===== src/rtl/clock_pkg.sv =====
// rtl/clock_pkg.sv - shared state and field encodings for the clock-calendar set controller
package clock_pkg;

    typedef enum logic [2:0] {
        RUN       = 3'd0,
        SET_HOUR  = 3'd1,
        SET_MIN   = 3'd2,
        SET_DAY   = 3'd3,
        SET_MONTH = 3'd4,
        SET_YEAR  = 3'd5
    } state_t;

    localparam logic [4:0] FLD_NONE  = 5'b00000;
    localparam logic [4:0] FLD_HOUR  = 5'b00001;
    localparam logic [4:0] FLD_MIN   = 5'b00010;
    localparam logic [4:0] FLD_DAY   = 5'b00100;
    localparam logic [4:0] FLD_MONTH = 5'b01000;
    localparam logic [4:0] FLD_YEAR  = 5'b10000;

    function automatic logic [4:0] field_of(input state_t s);
        case (s)
            SET_HOUR:  return FLD_HOUR;
            SET_MIN:   return FLD_MIN;
            SET_DAY:   return FLD_DAY;
            SET_MONTH: return FLD_MONTH;
            SET_YEAR:  return FLD_YEAR;
            default:   return FLD_NONE;
        endcase
    endfunction

    function automatic state_t next_state_of(input state_t s);
        case (s)
            RUN:       return SET_HOUR;
            SET_HOUR:  return SET_MIN;
            SET_MIN:   return SET_DAY;
            SET_DAY:   return SET_MONTH;
            SET_MONTH: return SET_YEAR;
            default:   return RUN;
        endcase
    endfunction

endpackage


===== src/rtl/btn_repeat.sv =====
// rtl/btn_repeat.sv - button edge detect with hold-then-repeat strobe generation
module btn_repeat #(
    parameter int HOLD_CYC   = 25_000_000,
    parameter int REPEAT_CYC = 5_000_000
) (
    input  logic clk,
    input  logic rst_n,
    input  logic level,
    input  logic en,
    input  logic clr,
    output logic level_r,
    output logic press,
    output logic strobe
);

    localparam int MAX_CYC = (HOLD_CYC > REPEAT_CYC) ? HOLD_CYC : REPEAT_CYC;
    localparam int CW      = $clog2(MAX_CYC + 1);
    localparam logic [CW-1:0] HOLD_LAST = CW'(HOLD_CYC - 1);
    // Reloading below HOLD_LAST makes every later fire land REPEAT_CYC cycles apart.
    localparam logic [CW-1:0] RELOAD    = (HOLD_CYC >= REPEAT_CYC) ? CW'(HOLD_CYC - REPEAT_CYC) : '0;

    logic          level_p;
    logic [CW-1:0] cnt;
    logic          active;
    logic          fire;

    assign press  = level_r & ~level_p;
    assign active = en & ~clr & level_r;
    assign fire   = active & (press | (cnt == HOLD_LAST));

    always_ff @(posedge clk or negedge rst_n) begin
        if (!rst_n) begin
            level_r <= 1'b0;
            level_p <= 1'b0;
            cnt     <= '0;
            strobe  <= 1'b0;
        end else begin
            level_r <= level;
            level_p <= level_r;
            strobe  <= fire;
            if (!active)
                cnt <= '0;
            else if (press)
                cnt <= CW'(1);
            else if (cnt == HOLD_LAST)
                cnt <= RELOAD;
            else if (cnt < HOLD_LAST)
                cnt <= cnt + 1'b1;
        end
    end

endmodule


===== src/rtl/set_mode_ctrl.sv =====
// rtl/set_mode_ctrl.sv - time/date set-mode sequencer with auto-repeat, blink and day clamp
module set_mode_ctrl #(
    parameter int HOLD_CYC   = 25_000_000,
    parameter int REPEAT_CYC = 5_000_000,
    parameter int BLINK_CYC  = 12_500_000,
    parameter int TIMEOUT_S  = 30
) (
    input  logic       clk,
    input  logic       rst_n,
    input  logic       tick_1hz,
    input  logic       btn_mode,
    input  logic       btn_up,
    input  logic       btn_down,
    input  logic [5:0] dim,
    input  logic [4:0] day_value,
    output logic [4:0] inc_manual,
    output logic [4:0] dec_manual,
    output logic       auto_en,
    output logic       sec_clr,
    output logic [4:0] field_sel,
    output logic       blink,
    output logic       day_load,
    output logic [4:0] day_load_val
);

    import clock_pkg::*;

    localparam int BW = $clog2(BLINK_CYC + 1);
    localparam int TW = $clog2(TIMEOUT_S + 1);

    state_t        state;
    state_t        state_nxt;
    logic          mode_r, mode_p, mode_press;
    logic          up_r, up_press, up_strobe;
    logic          dn_r, dn_press, dn_strobe;
    logic          in_set, any_press, time_up, blink_restart;
    logic [TW-1:0] to_cnt;
    logic [BW-1:0] blink_cnt;
    logic          blink_r;
    logic [1:0]    load_hold;

    assign mode_press = mode_r & ~mode_p;
    assign in_set     = (state != RUN);
    assign any_press  = mode_press | up_press | dn_press;
    assign time_up    = in_set & ~any_press & tick_1hz & (to_cnt == TW'(TIMEOUT_S - 1));

    // Holding both buttons, or a mode press, parks both repeat counters at zero.
    btn_repeat #(.HOLD_CYC(HOLD_CYC), .REPEAT_CYC(REPEAT_CYC)) u_up (
        .clk(clk), .rst_n(rst_n), .level(btn_up), .en(in_set), .clr(dn_r | mode_press),
        .level_r(up_r), .press(up_press), .strobe(up_strobe)
    );

    btn_repeat #(.HOLD_CYC(HOLD_CYC), .REPEAT_CYC(REPEAT_CYC)) u_dn (
        .clk(clk), .rst_n(rst_n), .level(btn_down), .en(in_set), .clr(up_r | mode_press),
        .level_r(dn_r), .press(dn_press), .strobe(dn_strobe)
    );

    always_comb begin
        state_nxt = state;
        if (mode_press)
            state_nxt = next_state_of(state);
        else if (time_up)
            state_nxt = RUN;
    end

    assign blink_restart = (state_nxt != state) | up_strobe | dn_strobe | ~in_set;

    always_ff @(posedge clk or negedge rst_n) begin
        if (!rst_n) begin
            mode_r    <= 1'b0;
            mode_p    <= 1'b0;
            state     <= RUN;
            sec_clr   <= 1'b0;
            to_cnt    <= '0;
            blink_cnt <= '0;
            blink_r   <= 1'b0;
        end else begin
            mode_r  <= btn_mode;
            mode_p  <= mode_r;
            state   <= state_nxt;
            sec_clr <= (state == SET_MIN) && (state_nxt != SET_MIN);
            if (!in_set || any_press)
                to_cnt <= '0;
            else if (tick_1hz && to_cnt < TW'(TIMEOUT_S))
                to_cnt <= to_cnt + 1'b1;
            if (blink_restart) begin
                blink_cnt <= '0;
                blink_r   <= 1'b0;
            end else if (blink_cnt == BW'(BLINK_CYC - 1)) begin
                blink_cnt <= '0;
                blink_r   <= ~blink_r;
            end else begin
                blink_cnt <= blink_cnt + 1'b1;
            end
        end
    end

    // After a load request the day counter needs two cycles before day_value is trusted again.
    always_ff @(posedge clk or negedge rst_n) begin
        if (!rst_n) begin
            day_load  <= 1'b0;
            load_hold <= '0;
        end else begin
            day_load <= 1'b0;
            if (load_hold != 2'd0) begin
                load_hold <= load_hold - 1'b1;
            end else if ({1'b0, day_value} > dim) begin
                day_load  <= 1'b1;
                load_hold <= 2'd2;
            end
        end
    end

    assign field_sel    = field_of(state);
    assign auto_en      = ~in_set;
    assign blink        = blink_r & in_set;
    assign inc_manual   = up_strobe ? field_sel : 5'b00000;
    assign dec_manual   = dn_strobe ? field_sel : 5'b00000;
    assign day_load_val = dim[4:0];

endmodule

===== config.mk =====
export PLATFORM = sky130hd
export DESIGN_NAME = set_mode_ctrl
export DESIGN_NICKNAME = d
export VERILOG_FILES = /design/src/rtl/clock_pkg.sv /design/src/rtl/btn_repeat.sv /design/src/rtl/set_mode_ctrl.sv
export SDC_FILE = /design/constraint.sdc
export NUM_CORES = 1
export LEC_CHECK = 0
export ABC_AREA = 1
export BUFFER_PORTS_ARGS = -buffer_cell sky130_fd_sc_hd__buf_2
export CORE_UTILIZATION = 56
export DETAILED_ROUTE_END_ITERATION = 12
export PLACE_DENSITY_LB_ADDON = 0.2
export SLEW_MARGIN = 30
export SYNTH_ARGS = -nofsm -noshare
export SYNTH_HDL_FRONTEND = slang
export SYNTH_SLANG_ARGS = --single-unit

===== constraint.sdc =====
create_clock -name clk -period 1.6 [get_ports clk]
set_input_delay 0.32 -clock clk [delete_from_list [all_inputs] [get_ports clk]]
set_output_delay 0.32 -clock clk [all_outputs]
set_load 0.05 [all_outputs]

==> flow_metrics.tcl <==
set metrics [dict create \
    syn_area_per_cell_um2 6.50 \
    violations "setup timing" \
    relSlewSlack 0.654 \
    placedCellCount 1314 \
    die_area_mm2 0.0126 \
    synth_nets 1078 \
    start_kind "flop" \
    core_area_mm2 0.0117 \
    final_area_mm2 0.00972 \
    synth_common_cells "295 x nand2_1, 179 x nor2_1, 127 x inv_1, 104 x nand3_1, 95 x dfrtp_1" \
    die_width_um 112 \
    netSwitchingPower_mw 3.00 \
    yosys_warnings 0 \
    drc_errors 0 \
    final.period_utilization 1.26 \
    yosysSeqAreaShare 0.348 \
    synth.cell_area_mm2 0.00682 \
    postSynthCellCount 1049 \
    numPortBuffers 40 \
    routed_wl_um 25600 \
    wire_per_inst_um 18.6 \
    required_ns 1.28 \
    dieHeight_um 112 \
    drtAntennaViolNets 0 \
    finClkSkew_ns 0.0191 \
    critPathKind "flop to output port" \
    ys_async_sr_fraction 1.00 \
    setup_viol 94 \
    end_kind "output port" \
    routabilityCongestion 0.939 \
    diodes 0 \
    yosys.area.top_type_share 0.348 \
    max_slew.worst_pin.slew_ns 0.515 \
    p_int_mw 4.75 \
    peakVddDrop_mv 1.18 \
    n_fill_cell 670 \
    drv_cap 0 \
    cts_buffer_depth 2 \
    grt_pass1_vias 7383 \
    netSwitchingFraction 0.387 \
    synth-edff-count 0 \
    vias 8418 \
    final.min_clock_period_ns 2.02 \
    drtIter0Drc 957 \
    hold_class "input port to flop" \
    rows 39 \
    synth.most_common_cell "nand2_1" \
    ys_top_cells_by_area "dfrtp_1 35%, nand2_1 16%, nor2_1 9.8%" \
    place_area_mm2 0.00811 \
    worstPathArrival_ns 1.70 \
    cts_made_buffers 9 \
    grt-ovfl-total 0 \
    rsz0062_at_grt "true" \
    finalHoldViolations 0 \
    worstSkewPairLatency_ns 0.37 \
    final_nets 1254 \
    synth_cell_types 45 \
    place_hpwl_um 14000 \
    layout.cells.non_filler 1373 \
    power_frac_comb 0.374 \
    first_pass_iters 6 \
    slew_viol_final 0 \
    critPathMaxFanout 3 \
    p_leak_nw 4.30 \
    seqPwrFrac 0.346 \
    ioPinCount 41 \
    grt_pass1_wl_um 34700 \
    pre_cts_ws_ns -0.0701 \
    status "complete, but fails checks" \
    vias_per_cell 6.13 \
    max_freq_mhz 495 \
    clkSinkCount 95 \
    timing.setup.tns_ns -21.58 \
    drive_above_1_share 0.337 \
    yosys.area.top_type "dfrtp_1" \
    cts_tree "built" \
    grt_use_total 0.347 \
    cts-htree-levels 3 \
    utilization 0.833 \
    cts_root_buf "clkbuf_16" \
    ys_ff_latch 95 \
    grt_max_degree 49 \
    start_util 0.585 \
    clock_power_share 0.280 \
    synthFlopType "dfrtp_1" \
    syn2layout_area_growth_pct 42.5 \
    antenna_found_initial 1 \
    p_per_area_mw_per_mm2 797 \
    clk_pin_slew_ns 0.09 \
    finalWorstSetupSlack_ns -0.421 \
]
## per-stage QoR
| stage | hold slack [ns] | total power [mW] |
|---|---|---|
| finish | 0.0542 | 7.75 |
| global route | 0.0447 | 7.97 |
| CTS | 0.0548 | 7.02 |
| detailed placement | 0.333 | 4.54 |
| global placement | 0.335 | 4.49 |
| floorplan | 0.0244 | 3.94 |
## power by group through the flow
stage                     clock, mW  sequential, mW  combinational [mW]
after floorplan                   0            2.75                1.19
after global placement            0            2.68                1.81
after detailed placement          0            2.69                1.85
after CTS                      2.13            2.64                2.24
after global routing           2.28            2.68                3.01
final                          2.17            2.68                2.90
## placed cells by master (no fill, tap or decap), types with 3 or more instances in the layout
| cell type | count |
|---|---|
| nand2_1 | 234 |
| nor2_1 | 137 |
| buf_4 | 119 |
| inv_1 | 113 |
| nand3_1 | 89 |
| dfrtp_1 | 79 |
| nand4_1 | 50 |
| nand2_2 | 46 |
| nor2_4 | 25 |
| nor3_1 | 25 |
| buf_6 | 23 |
| nand2_4 | 22 |
| nor2_2 | 22 |
| buf_2 | 22 |
| a21oi_1 | 21 |
| o21ai_0 | 17 |
| dfrtp_2 | 16 |
| clkbuf_16 | 13 |
| buf_8 | 13 |
| nand3_2 | 12 |
| o21ai_2 | 11 |
| buf_12 | 10 |
| xor2_1 | 9 |
| inv_2 | 9 |
| ha_1 | 9 |
| nand3b_1 | 8 |
| nand3_4 | 7 |
| or2_2 | 7 |
| inv_4 | 6 |
| clkinvlp_4 | 5 |
| o21bai_1 | 5 |
| o21ai_1 | 4 |
| nor4_1 | 4 |
| a21oi_2 | 4 |
| nor3_2 | 3 |
| buf_16 | 3 |
## layer usage
metal | track usage | vias to the layer above | part of all wire
met1 | 0.437 | 3912 | 0.35
met3 | 0.0529 | 182 | 0.10
li1 | - | 3734 | -
met4 | 0.159 | 2 | 0.074
met5 | 0 | - | 0.00051
met2 | 0.591 | 588 | 0.47
## state kept, by name, indices dropped and copies added (netlist names)
name,flops
u_dn.level_p,1
u_dn.cnt,25
u_dn.level_r,1
u_up.level_r,1
sec_clr,1
blink_r,1
blink_cnt,24
mode_r,1
mode_p,1
u_dn.strobe,1
load_hold,2
u_up.strobe,1
u_up.cnt,25
u_up.level_p,1
state,3
day_load,1
to_cnt,5
## layout make-up
class	count	area [um^2]	share of cell area
Inverter	130	510	0.0525
Tap cell	143	179	0.0184
Sequential cell	95	2400	0.247
Timing Repair Buffer	195	1850	0.190
Clock inverter	6	51.3	0.00528
Multi-Input combinational cell	794	4500	0.463
Clock buffer	10	229	0.0236
## worst max-delay path, stage by stage (launching register included)
cell	delay (ns)
dfrtp_2	0.46
buf_12	0.16
nor3_4	0.28
inv_2	0.12
nor2_4	0.14
buf_8	0.16
## repair_timing
action / 4_1_cts / 5_1_grt
endpoints found under the hold margin: 95 / 0
gates cloned: 4 / 5
hold buffers: 1 / 0
pin swaps: 11 / 38
resized for setup: 64 / 196
setup buffers: 13 / 24
endpoints found under the setup margin: 85 / 96
## final timing paths
kind / from / end / slack [ns] / cells past startpoint
setup / recovery: state[0] / inc_manual[1] / -0.42 / 5
hold / removal: btn_up / u_up.level_r / 0.05 / 1
setup reg to reg: u_up.level_r / u_up.cnt[9] / -0.35 / 9
hold reg to reg: mode_r / mode_p / 0.43 / 0
max in group asynchronous: rst_n / u_up.cnt[10] / 0.84 / 3
min in group asynchronous: rst_n / blink_cnt[22] / 0.48 / 3
## logic make-up after synthesis
group / Yosys count / synth area share
buffers and inverters: 160 / 0.101
AND/OR/NAND/NOR: 701 / 0.457
XOR/XNOR: 10 / 0.0128
flip-flops: 95 / 0.348
AO/OA/AOI/OAI: 71 / 0.0589
adder cells (fa/ha/maj): 12 / 0.0220
No activity file was read; power rests on OpenSTA's default activity.
